### config.mk
export PLATFORM = sky130hd
export DESIGN_NAME = idiv_iterative
export DESIGN_NICKNAME = d
export VERILOG_FILES = /design/src/rtl/idiv_iterative_pkg.sv /design/src/rtl/idiv_iterative.sv
export SDC_FILE = /design/constraint.sdc
export NUM_CORES = 1
export LEC_CHECK = 0
export ABC_AREA = 1
export BUFFER_PORTS_ARGS = -buffer_cell sky130_fd_sc_hd__buf_2
export CAP_MARGIN = 10
export CORE_MARGIN = 2
export CORE_UTILIZATION = 60
export DETAILED_ROUTE_END_ITERATION = 6
export GPL_ROUTABILITY_DRIVEN = 0
export GPL_TIMING_DRIVEN = 0
export HOLD_SLACK_MARGIN = 0.15
export PLACE_DENSITY = 0.83
export SETUP_SLACK_MARGIN = 0.02
export SLEW_MARGIN = 20
export SYNTH_ARGS = -nofsm -noshare
export SYNTH_HDL_FRONTEND = slang
export SYNTH_SLANG_ARGS = --single-unit
### constraint.sdc
create_clock -name clk -period 9.6 [get_ports clk]
set_input_delay 1.92 -clock clk [delete_from_list [all_inputs] [get_ports clk]]
set_output_delay 1.92 -clock clk [all_outputs]
set_load 0.005 [all_outputs]
### src/rtl/idiv_iterative_pkg.sv
// Shared definitions for the iterative radix-2 integer divider.
package idiv_iterative_pkg;

  localparam int unsigned DEF_WIDTH = 32;

  // Wide enough for any WIDTH up to 64; the divider casts it down to WIDTH.
  localparam logic [63:0] DIV0_QUOTIENT = '1;

  typedef enum logic [1:0] {
    ST_IDLE,
    ST_PREP,
    ST_ITER,
    ST_FIX
  } idiv_state_e;

endpackage

### src/rtl/idiv_iterative.sv
// Iterative radix-2 signed/unsigned divider: start -> PREP -> WIDTH ITER steps -> FIX,
// with results and ready updating together on the final edge.
module idiv_iterative
  import idiv_iterative_pkg::*;
#(
  parameter int unsigned WIDTH = DEF_WIDTH
) (
  input  logic             clk,
  input  logic             reset,
  input  logic [WIDTH-1:0] a,
  input  logic [WIDTH-1:0] b,
  input  logic             signed_ope,
  input  logic             write_a,
  input  logic             start,
  input  logic             flush,
  output logic [WIDTH-1:0] quotient,
  output logic [WIDTH-1:0] remainder,
  output logic             ready
);

  localparam int unsigned CW = (WIDTH > 1) ? $clog2(WIDTH) : 1;
  localparam logic [CW-1:0] LAST_STEP = CW'(WIDTH - 1);
  localparam logic [WIDTH-1:0] DZ_QUOTIENT = WIDTH'(DIV0_QUOTIENT);

  idiv_state_e r_state;
  idiv_state_e w_next;

  logic [WIDTH-1:0] r_a;
  logic [WIDTH-1:0] r_orig;
  logic [WIDTH-1:0] r_dvd;
  logic [WIDTH-1:0] r_dvs;
  logic [WIDTH-1:0] r_rem;
  logic [CW-1:0]    r_cnt;
  logic             r_signed;
  logic             r_qneg;
  logic             r_rneg;
  logic             r_dz;
  logic [WIDTH-1:0] r_quotient;
  logic [WIDTH-1:0] r_remainder;

  logic [WIDTH-1:0] w_op_a;
  logic [WIDTH:0]   w_step;
  logic             w_accept;

  // One shift-subtract step: returns {next partial remainder, quotient bit}.
  function automatic logic [WIDTH:0] idiv_step(input logic [WIDTH-1:0] rem,
                                               input logic             in_bit,
                                               input logic [WIDTH-1:0] dvs);
    logic [WIDTH:0] shifted;
    logic [WIDTH:0] diff;
    shifted = {rem, in_bit};
    diff    = shifted - {1'b0, dvs};
    if (diff[WIDTH]) idiv_step = {shifted[WIDTH-1:0], 1'b0};
    else             idiv_step = {diff[WIDTH-1:0], 1'b1};
  endfunction

  assign w_op_a   = write_a ? a : r_a;
  assign w_accept = start && !flush;
  assign w_step   = idiv_step(r_rem, r_dvd[WIDTH-1], r_dvs);

  always_ff @(posedge clk or posedge reset) begin
    if (reset) r_state <= ST_IDLE;
    else       r_state <= w_next;
  end

  always_comb begin
    w_next = r_state;
    case (r_state)
      ST_IDLE: if (w_accept) w_next = ST_PREP;
      ST_PREP: w_next = flush ? ST_IDLE : ST_ITER;
      ST_ITER: begin
        if (flush)                   w_next = ST_IDLE;
        else if (r_cnt == LAST_STEP) w_next = ST_FIX;
      end
      ST_FIX:  w_next = ST_IDLE;
      default: w_next = ST_IDLE;
    endcase
  end

  always_ff @(posedge clk or posedge reset) begin
    if (reset) begin
      r_a         <= '0;
      r_orig      <= '0;
      r_dvd       <= '0;
      r_dvs       <= '0;
      r_rem       <= '0;
      r_cnt       <= '0;
      r_signed    <= 1'b0;
      r_qneg      <= 1'b0;
      r_rneg      <= 1'b0;
      r_dz        <= 1'b0;
      r_quotient  <= '0;
      r_remainder <= '0;
    end else begin
      if (r_state == ST_IDLE && write_a) r_a <= a;
      case (r_state)
        ST_IDLE: begin
          if (w_accept) begin
            r_orig   <= w_op_a;
            r_dvd    <= w_op_a;
            r_dvs    <= b;
            r_signed <= signed_ope;
          end
        end
        ST_PREP: begin
          r_qneg <= r_signed && (r_orig[WIDTH-1] ^ r_dvs[WIDTH-1]);
          r_rneg <= r_signed && r_orig[WIDTH-1];
          r_dz   <= (r_dvs == '0);
          r_rem  <= '0;
          r_cnt  <= '0;
          if (r_signed && r_orig[WIDTH-1]) r_dvd <= -r_orig;
          if (r_signed && r_dvs[WIDTH-1])  r_dvs <= -r_dvs;
        end
        ST_ITER: begin
          // Quotient bits shift into the low end of the dividend register as it empties.
          r_rem <= w_step[WIDTH:1];
          r_dvd <= {r_dvd[WIDTH-2:0], w_step[0]};
          r_cnt <= r_cnt + 1'b1;
        end
        ST_FIX: begin
          if (!flush) begin
            if (r_dz) begin
              r_quotient  <= DZ_QUOTIENT;
              r_remainder <= r_orig;
            end else begin
              r_quotient  <= r_qneg ? -r_dvd : r_dvd;
              r_remainder <= r_rneg ? -r_rem : r_rem;
            end
          end
        end
        default: ;
      endcase
    end
  end

  assign quotient  = r_quotient;
  assign remainder = r_remainder;
  assign ready     = (r_state == ST_IDLE);

endmodule

# Word-level counts from Yosys, hierarchy flattened
# Index checks and enable logic that the tools add are counted.
# totals
output_inout_bits,65
regBits,235
wordCells,64
inputBits,70
# classes
eq_ne,8
n_mux,19
add_sub_neg,6
reduce_logical,16
n_bitwise,2
# ops
cell,n
two-way mux 32 bit,9
negator 32 bit,4
one-hot mux 32 bit (2 select lines),2
one-hot mux 32 bit (3 select lines),1
two-way mux 33 bit,1
subtractor 33 x 32 -> 33 bit,1
zero test 32 bit,1
one-hot mux 5 bit (2 select lines),1
two-way mux 2 bit,4
one-hot mux 2 bit (4 select lines),1
AND reduction 2 bit,3
AND reduction 3 bit,2
"adder 5 x 1 -> 5 bit, second input constant",1
"equality test 5 bit, second input constant",1
logical AND 1 bit,5
"equality test 2 bit, second input constant",2
"inequality test 2 bit, second input constant",2
nonzero test 2 bit,2
"inequality test 3 bit, second input constant",1
nonzero test 3 bit,1
"equality test 2 x 1 -> 1 bit, second input constant",1
zero test 2 bit,1
"inequality test 2 x 1 -> 1 bit, second input constant",1
zero test 1 bit,1
other kinds (2),2

# Logic depth before layout (Yosys ltp)
# Gate-level depths: netlist of run 1.
# depth
ltp_word,4
depth_mapped,18
ltp_nobuf,17

# Worst setup path before layout of run 1
# Ideal clock, no wire load.
# synth_path
path_type,input -> register
start,in write_a
end,reg r_dvd[25]
cell_stages,5
t_arrival_ps,2936
path_slack_ps,6536
path_buffers,2
setup_time_ps,129
t_required_ps,9471
path_cell_list,clkbuf_1 clkbuf_1 o21ai_0 a221oi_1 a21oi_1
# synth_between
elab_chain_len,3
# synth_lines
element,line,rtl
"start, declared",idiv_iterative.sv:13,"input logic write_a,"
two-way mux 32 bit,idiv_iterative.sv:57,assign w_op_a = write_a ? a : r_a;
two-way mux 32 bit,idiv_iterative.sv:98,if (w_accept) begin
one-hot mux 32 bit (3 select lines),idiv_iterative.sv:96,case (r_state)
"end signal, assigned",idiv_iterative.sv:100,r_dvd <= w_op_a;
"end signal, assigned",idiv_iterative.sv:111,if (r_signed && r_orig[WIDTH-1]) r_dvd <= -r_orig;
"end signal, assigned",idiv_iterative.sv:117,"r_dvd <= {r_dvd[WIDTH-2:0], w_step[0]};"
"end, declared",idiv_iterative.sv:30,logic [WIDTH-1:0] r_dvd;
# No other way between the ends. The select of a mux whose other input is x is not followed.
# A chain may end at the register's enable or synchronous reset.

# Final worst setup path of run 1
# layout_path
start,reg r_state[1]
end,out ready
# layout_between
elab_chain_len,1
# layout_lines
element,line,rtl
"start, declared",idiv_iterative.sv:25,idiv_state_e r_state;
"start signal, assigned",idiv_iterative.sv:63,else r_state <= w_next;
zero test 2 bit,idiv_iterative.sv:138,assign ready = (r_state == ST_IDLE);
"end, declared",idiv_iterative.sv:18,output logic ready
# No other way between the ends.

==> qor.csv, run 1 <==
metric,value,unit
status,finished clean,
post-cts-setup-buffers,0,
grt_max_degree,98,
startpoint_type,register,
hp-start,remainder[20],
dieArea,0.0288,sq mm
route.detailed.drc,0,
die_w,170,um
cts.htree.levels,1,
grt_pass1_vias,16846,
avgSynthCellArea,6.66,sq um
r2r_slack,6800,ps
p_leak,0.00989,uW
grt_overflow,0,
busiest_layer,met2,
path_max_fanout,5,
grt_use_total,0.382,
cts_tree,done,
r2r-start,r_state[1],
vias,17910,
clkPwrFrac,0.195,
fmax,0.274,GHz
nets,2747,
clock_skew,13.9,ps
min_to,remainder[20],
cts-buffers-inserted,27,
worstMarginPinSlew,1060,ps
clk_latency,570,ps
required,7680,ps
use_met3,0.0814,
yosysWarnings,0,
tns,0,ps
area_delta_synth_final,12.7,%
seq_power_share,0.315,
hold_depth,2,
drive_gt1_frac,0.0927,
use_met2,0.610,
muxShareOfSynthArea,0.00137,
synth-adder-area-share,0.0332,
slew_headroom,0.286,
worstRegToRegCells,7,
core,0.0270,sq mm
rsz0062_at_grt,false,
drt-total-wl,55100,um
peakVddDrop,0.154,mV
ys_seq_area_frac,0.357,
p_sw,2710,uW
layout_min_cycle_time,3650,ps
setup_viol,0,
arrival,1730,ps
worstSetupEndpointType,output pin,
synth.distinct_cells,46,
root_buffer,clkbuf_16,
cts_hold_buf,0,
drt-initial-drc-count,2498,
vias_per_cell,5.98,
ctsResizeCount,0,
ios,135,
rows,60,
hold_viol_final,0,
p_per_area,302,mW/mm^2
drv_cap,0,
fin_area,0.0185,sq mm
diodes,0,
syn_nets,2583,
grt_pass1_wl,86700,um
critPathKind,register to output pin,
worst_r2r_endpoint,r_orig[22],
dp_hpwl,43100,um
cts_sinks,235,
synth.cell_area,0.0164,sq mm
switching_share,0.484,
grt_use_met1,0.472,
comb_power_share,0.490,
syn_inst,2470,
place_area,0.0176,sq mm
clock_path_buffers,3,
io_buffers,133,
synth_seq_cells,235,
synth-compound-area-share,0.156,
synth_xor_xnor_area_share,0.0224,
power,5610,uW
die_h,170,um
yosys.area_share.simple,0.319,
antenna_found_initial,0,
drv_slew,0,
initial_utilization,0.610,
hold_class,register to register,
drtAntennaViolNets,0,
drtPass1Iterations,6,
synth_top_family_by_area,simple AND/OR/NAND/NOR gates,
routedWlPerCell,18.4,um
fin_crit_sh,0.380,
path_clk_slew,60,ps
p_int,2890,uW
==> through the flow <==
| stage | hold WS, ps | setup WS [ps] | instances | utilization |
|---|---|---|---|---|
| final | 473 | 5950 | 2994 | 0.688 |
| after global routing | 503 | 5900 | 2994 | 0.688 |
| after CTS | 476 | 6020 | 2994 | 0.688 |
| after detailed placement | 460 | 5800 | 2946 | 0.653 |
| after global placement | 463 | -1330 | 2944 | 0.651 |
| after floorplan | 448 | 1230 | 2470 | - |
==> how the worst max path moves through the flow <==
stage | slack (ps) | startpoint | to | cells past startpoint
2_1_floorplan | 1230 | reset | quotient[0] | 1
3_3_place_gp | -1330 | reset | remainder[31] | 2
3_5_place_dp | 5800 | flush | quotient[28] | 8
4_1_cts | 6020 | r_state[1] | ready | 3
5_1_grt | 5900 | r_state[1] | ready | 3
6_report | 5950 | r_state[1] | ready | 3
==> metal layers <==
metal  share of wire  up-vias
met5               0        -
met4           0.081        0
met3            0.10      276
met2            0.44     1096
met1            0.37     8164
li1                -     8374
==> power by group through the flow <==
stage / Combinational, uW / Sequential, uW / Clock, uW
4_1_cts: 2660 / 1740 / 1090
2_1_floorplan: 1840 / 1640 / 0
3_3_place_gp: 2550 / 1740 / 0
6_report: 2750 / 1770 / 1090
5_1_grt: 3030 / 1790 / 1130
3_5_place_dp: 2640 / 1750 / 0
==> registers in the layout, indices dropped and copies added, names as in the netlist <==
register   flops
quotient      32
r_a           32
r_dvd         32
r_dvs         32
r_orig        32
r_rem         32
remainder     32
r_cnt          5
r_state        2
r_dz           1
r_qneg         1
r_rneg         1
r_signed       1
==> cell usage after synthesis (all sizes together) <==
library cell,instances,area [sq um]
ha,42,526
clkinv,2,7.51
fa,1,20.0
a31oi,16,100
or2,1,6.26
o21a,1,7.51
nor3,35,200
buf,23,141
nor2,240,913
nand2,688,2610
a221oi,29,254
inv,373,1400
xor2,29,254
nor4,8,50.1
o2111ai,1,8.76
o32ai,1,8.76
xnor2,13,114
o22ai,18,113
nand3,202,1070
nand4,49,307
o21ai,176,881
a21oi,131,663
o21bai,7,52.6
clkbuf,68,255
a21o,1,7.51
mux2,2,22.5
a22o,2,17.5
a32oi,1,8.76
a22oi,43,323
o31ai,2,15.0
and2,6,37.5
nand3b,8,60.1
dfrtp,235,5880
nor3b,1,7.51
o211ai,14,105
o221ai,1,8.76
==> placed cells by master, fill, tap and decap left out, types with 16 or more instances in the layout <==
cell	n
a31oi_1	16
a221oi_1	29
a21oi_1	129
o21ai_0	160
buf_2	144
nor2_1	235
o22ai_1	18
nor3_1	30
nand4_1	49
nand3_1	191
nand2_1	678
o21ai_1	16
a22oi_1	43
xor2_1	29
inv_1	358
clkbuf_1	74
clkbuf_16	27
ha_1	42
dfrtp_1	235
==> worst max-delay path, stage by stage, from the launching register on <==
cell and delay [ps]:
dfrtp_1 410, inv_1 120, ha_1 440, buf_2 200
==> cell families after synthesis <==
| group | after synthesis |
|---|---|
| buffers and inverters | 466 |
| XOR/XNOR | 42 |
| AO/OA/AOI/OAI | 444 |
| adder cells (fa/ha/maj) | 43 |
| multiplexers | 2 |
| flip-flops | 235 |
| AND/OR/NAND/NOR | 1238 |
==> cell type report <==
class | count | area [sq um]
multi-input combinational | 1769 | 8760
buffer | 91 | 397
tap | 341 | 427
clock inverter | 7 | 125
sequential | 235 | 5880
inverter | 375 | 1420
timing repair buffer | 135 | 721
clock buffer | 41 | 808
fill | 2334 | 8410
Power figures use the tool's default switching activity.
==> run 2: changes to the inputs <==
--- a/config.mk
+++ b/config.mk
@@ -9,12 +9,12 @@
 export BUFFER_PORTS_ARGS = -buffer_cell sky130_fd_sc_hd__buf_2
 export CAP_MARGIN = 10
 export CORE_MARGIN = 2
-export CORE_UTILIZATION = 60
+export CORE_UTILIZATION = 56
 export DETAILED_ROUTE_END_ITERATION = 6
 export GPL_ROUTABILITY_DRIVEN = 0
 export GPL_TIMING_DRIVEN = 0
 export HOLD_SLACK_MARGIN = 0.15
-export PLACE_DENSITY = 0.83
+export PLACE_DENSITY = 0.81
 export SETUP_SLACK_MARGIN = 0.02
 export SLEW_MARGIN = 20
 export SYNTH_ARGS = -nofsm -noshare
==> constraint.sdc (replaced) <==
create_clock -name clk -period 3.1 [get_ports clk]
set_input_delay 0.62 -clock clk [delete_from_list [all_inputs] [get_ports clk]]
set_output_delay 0.62 -clock clk [all_outputs]
set_load 0.005 [all_outputs]
==> run 2 against run 1 <==
Design area increased by 0.49%. Sequential power increased to 3.0 times the previous value. Power increased to 3.1 times the previous value. Critical endpoint is now r_rem[21].
==> qor.csv, run 2 (synthesis gave the netlist of run 1 again) <==
metric,value,unit
clock_path_buffers,3,
arrival,3140,ps
dieArea,0.0308,sq mm
slew_headroom,0.370,
place_area,0.0177,sq mm
worstSetupEndpointType,register,
power,17200,uW
diodes,0,
startpoint_type,register,
drt-initial-drc-count,2589,
fin_area,0.0186,sq mm
crit_path_top_delay_cell,fa_1,
grt_overflow,0,
p_leak,0.00989,uW
drv_slew,0,
required,3540,ps
status,finished clean,
grt_pass1_wl,87600,um
fin_crit_sh,0.873,
cp_slowest_stage_delay,410,ps
route.detailed.drc,0,
worstMarginPinSlew,940,ps
vias,18139,
clock_skew,17.5,ps
grt_max_degree,35,
setup_viol,0,
area_delta_synth_final,13.3,%
root_buffer,clkbuf_16,
drtAntennaViolNets,0,
n_fill_cell,2520,
die_h,175,um
layout_min_cycle_time,2700,ps
cts_tree,done,
crit_path_start,r_dvd[31],
routedWlPerCell,18.3,um
core,0.0288,sq mm
critPathKind,register to register,
fmax,0.370,GHz
drive_gt1_frac,0.0952,
cts_hold_buf,0,
post-cts-setup-buffers,0,
path_clk_slew,70,ps
initial_utilization,0.572,
tns,0,ps
seq_area,0.00588,sq mm
multi_input_area,0.00876,sq mm
cts.htree.levels,1,
grt_pass1_vias,16838,
layout_common_cells,"678 x nand2_1, 358 x inv_1, 235 x nor2_1, 235 x dfrtp_1, 191 x nand3_1",
cts-buffers-inserted,27,
drtPass1Iterations,7,
dp_hpwl,43800,um
ios,135,
rsz0062_at_grt,false,
worst-path-buf-inv,3,
cp_cell_sequence,inv_1 > ha_1 > fa_1 > inv_1 > nand2_1 > nand2_1 > nand3_1 > nand2_2 > nand2_2 > nand2_2 > nand2_2 > nand2_2 > nand2_2 > nand2_1 > buf_4 > nand2_1 > nand3_1 > nand2_1,
cts_sinks,235,
vias_per_cell,5.96,
hold_viol_final,0,
nets,2752,
peakVddDrop,0.519,mV
ctsResizeCount,0,
crit_path_frequent_cell,nand2_2,
drv_cap,0,
clk_latency,550,ps
final_common_cell,nand2_1,
grt_use_total,0.357,
io_buffers,133,
antenna_found_initial,0,
cpLargestDelayFamily,simple AND/OR/NAND/NOR gates,
rows,62,
utilization,0.647,
die_w,175,um
p_per_area,922,mW/mm^2
hold_slack,172,ps
r2r-start,r_dvd[31],
hold_class,primary input to async pin,
path_max_fanout,10,
drt-total-wl,55700,um
[run 2: cell count changes in the layout (fill, tap and decap cells not counted), sizes merged]
cell	previous run	this run
bufinv	3	2
clkinvlp	0	6
clkbuf	109	104
buf	158	163
[run 2: layer usage]
metal	track usage	vias up	wire length, um
met3	0.0760	199	6660
met1	0.492	8331	22600
li1	-	8395	-
met4	0.145	0	2690
met2	0.547	1214	23800
met5	0	-	0
[run 2: cell type report]
class	count	area share
multi-input cells	1769	0.470
flip-flops and latches	235	0.316
inverters	375	0.0758
repair buffers	140	0.0433
clock buffers	36	0.0408
well taps	384	0.0258
plain buffers	91	0.0213
clock inverters	12	0.00699
[run 2: worst paths after layout]
kind                                  to  slack [ps]  cells after the start
setup / recovery               r_rem[21]         400                     18
hold / removal                  r_dvs[7]         170                      2
setup reg to reg               r_rem[21]         400                     18
hold reg to reg            remainder[25]         480                      2
max in group asynchronous        r_a[24]        1890                      5
min in group clk               r_dvs[14]         290                      3
[run 2: report_power, final]
part           total (uW)  switching (uW)  internal (uW)
Combinational        8560            5920           2640
Clock                3230            1350           1890
Sequential           5390            1100           4290
[run 2: through the flow]
step	std cells	setup slack, ps
final	3042	395
after global routing	3042	160
after CTS	3042	446
after detailed placement	2994	469
after global placement	2987	-2000
after floorplan	2470	-598
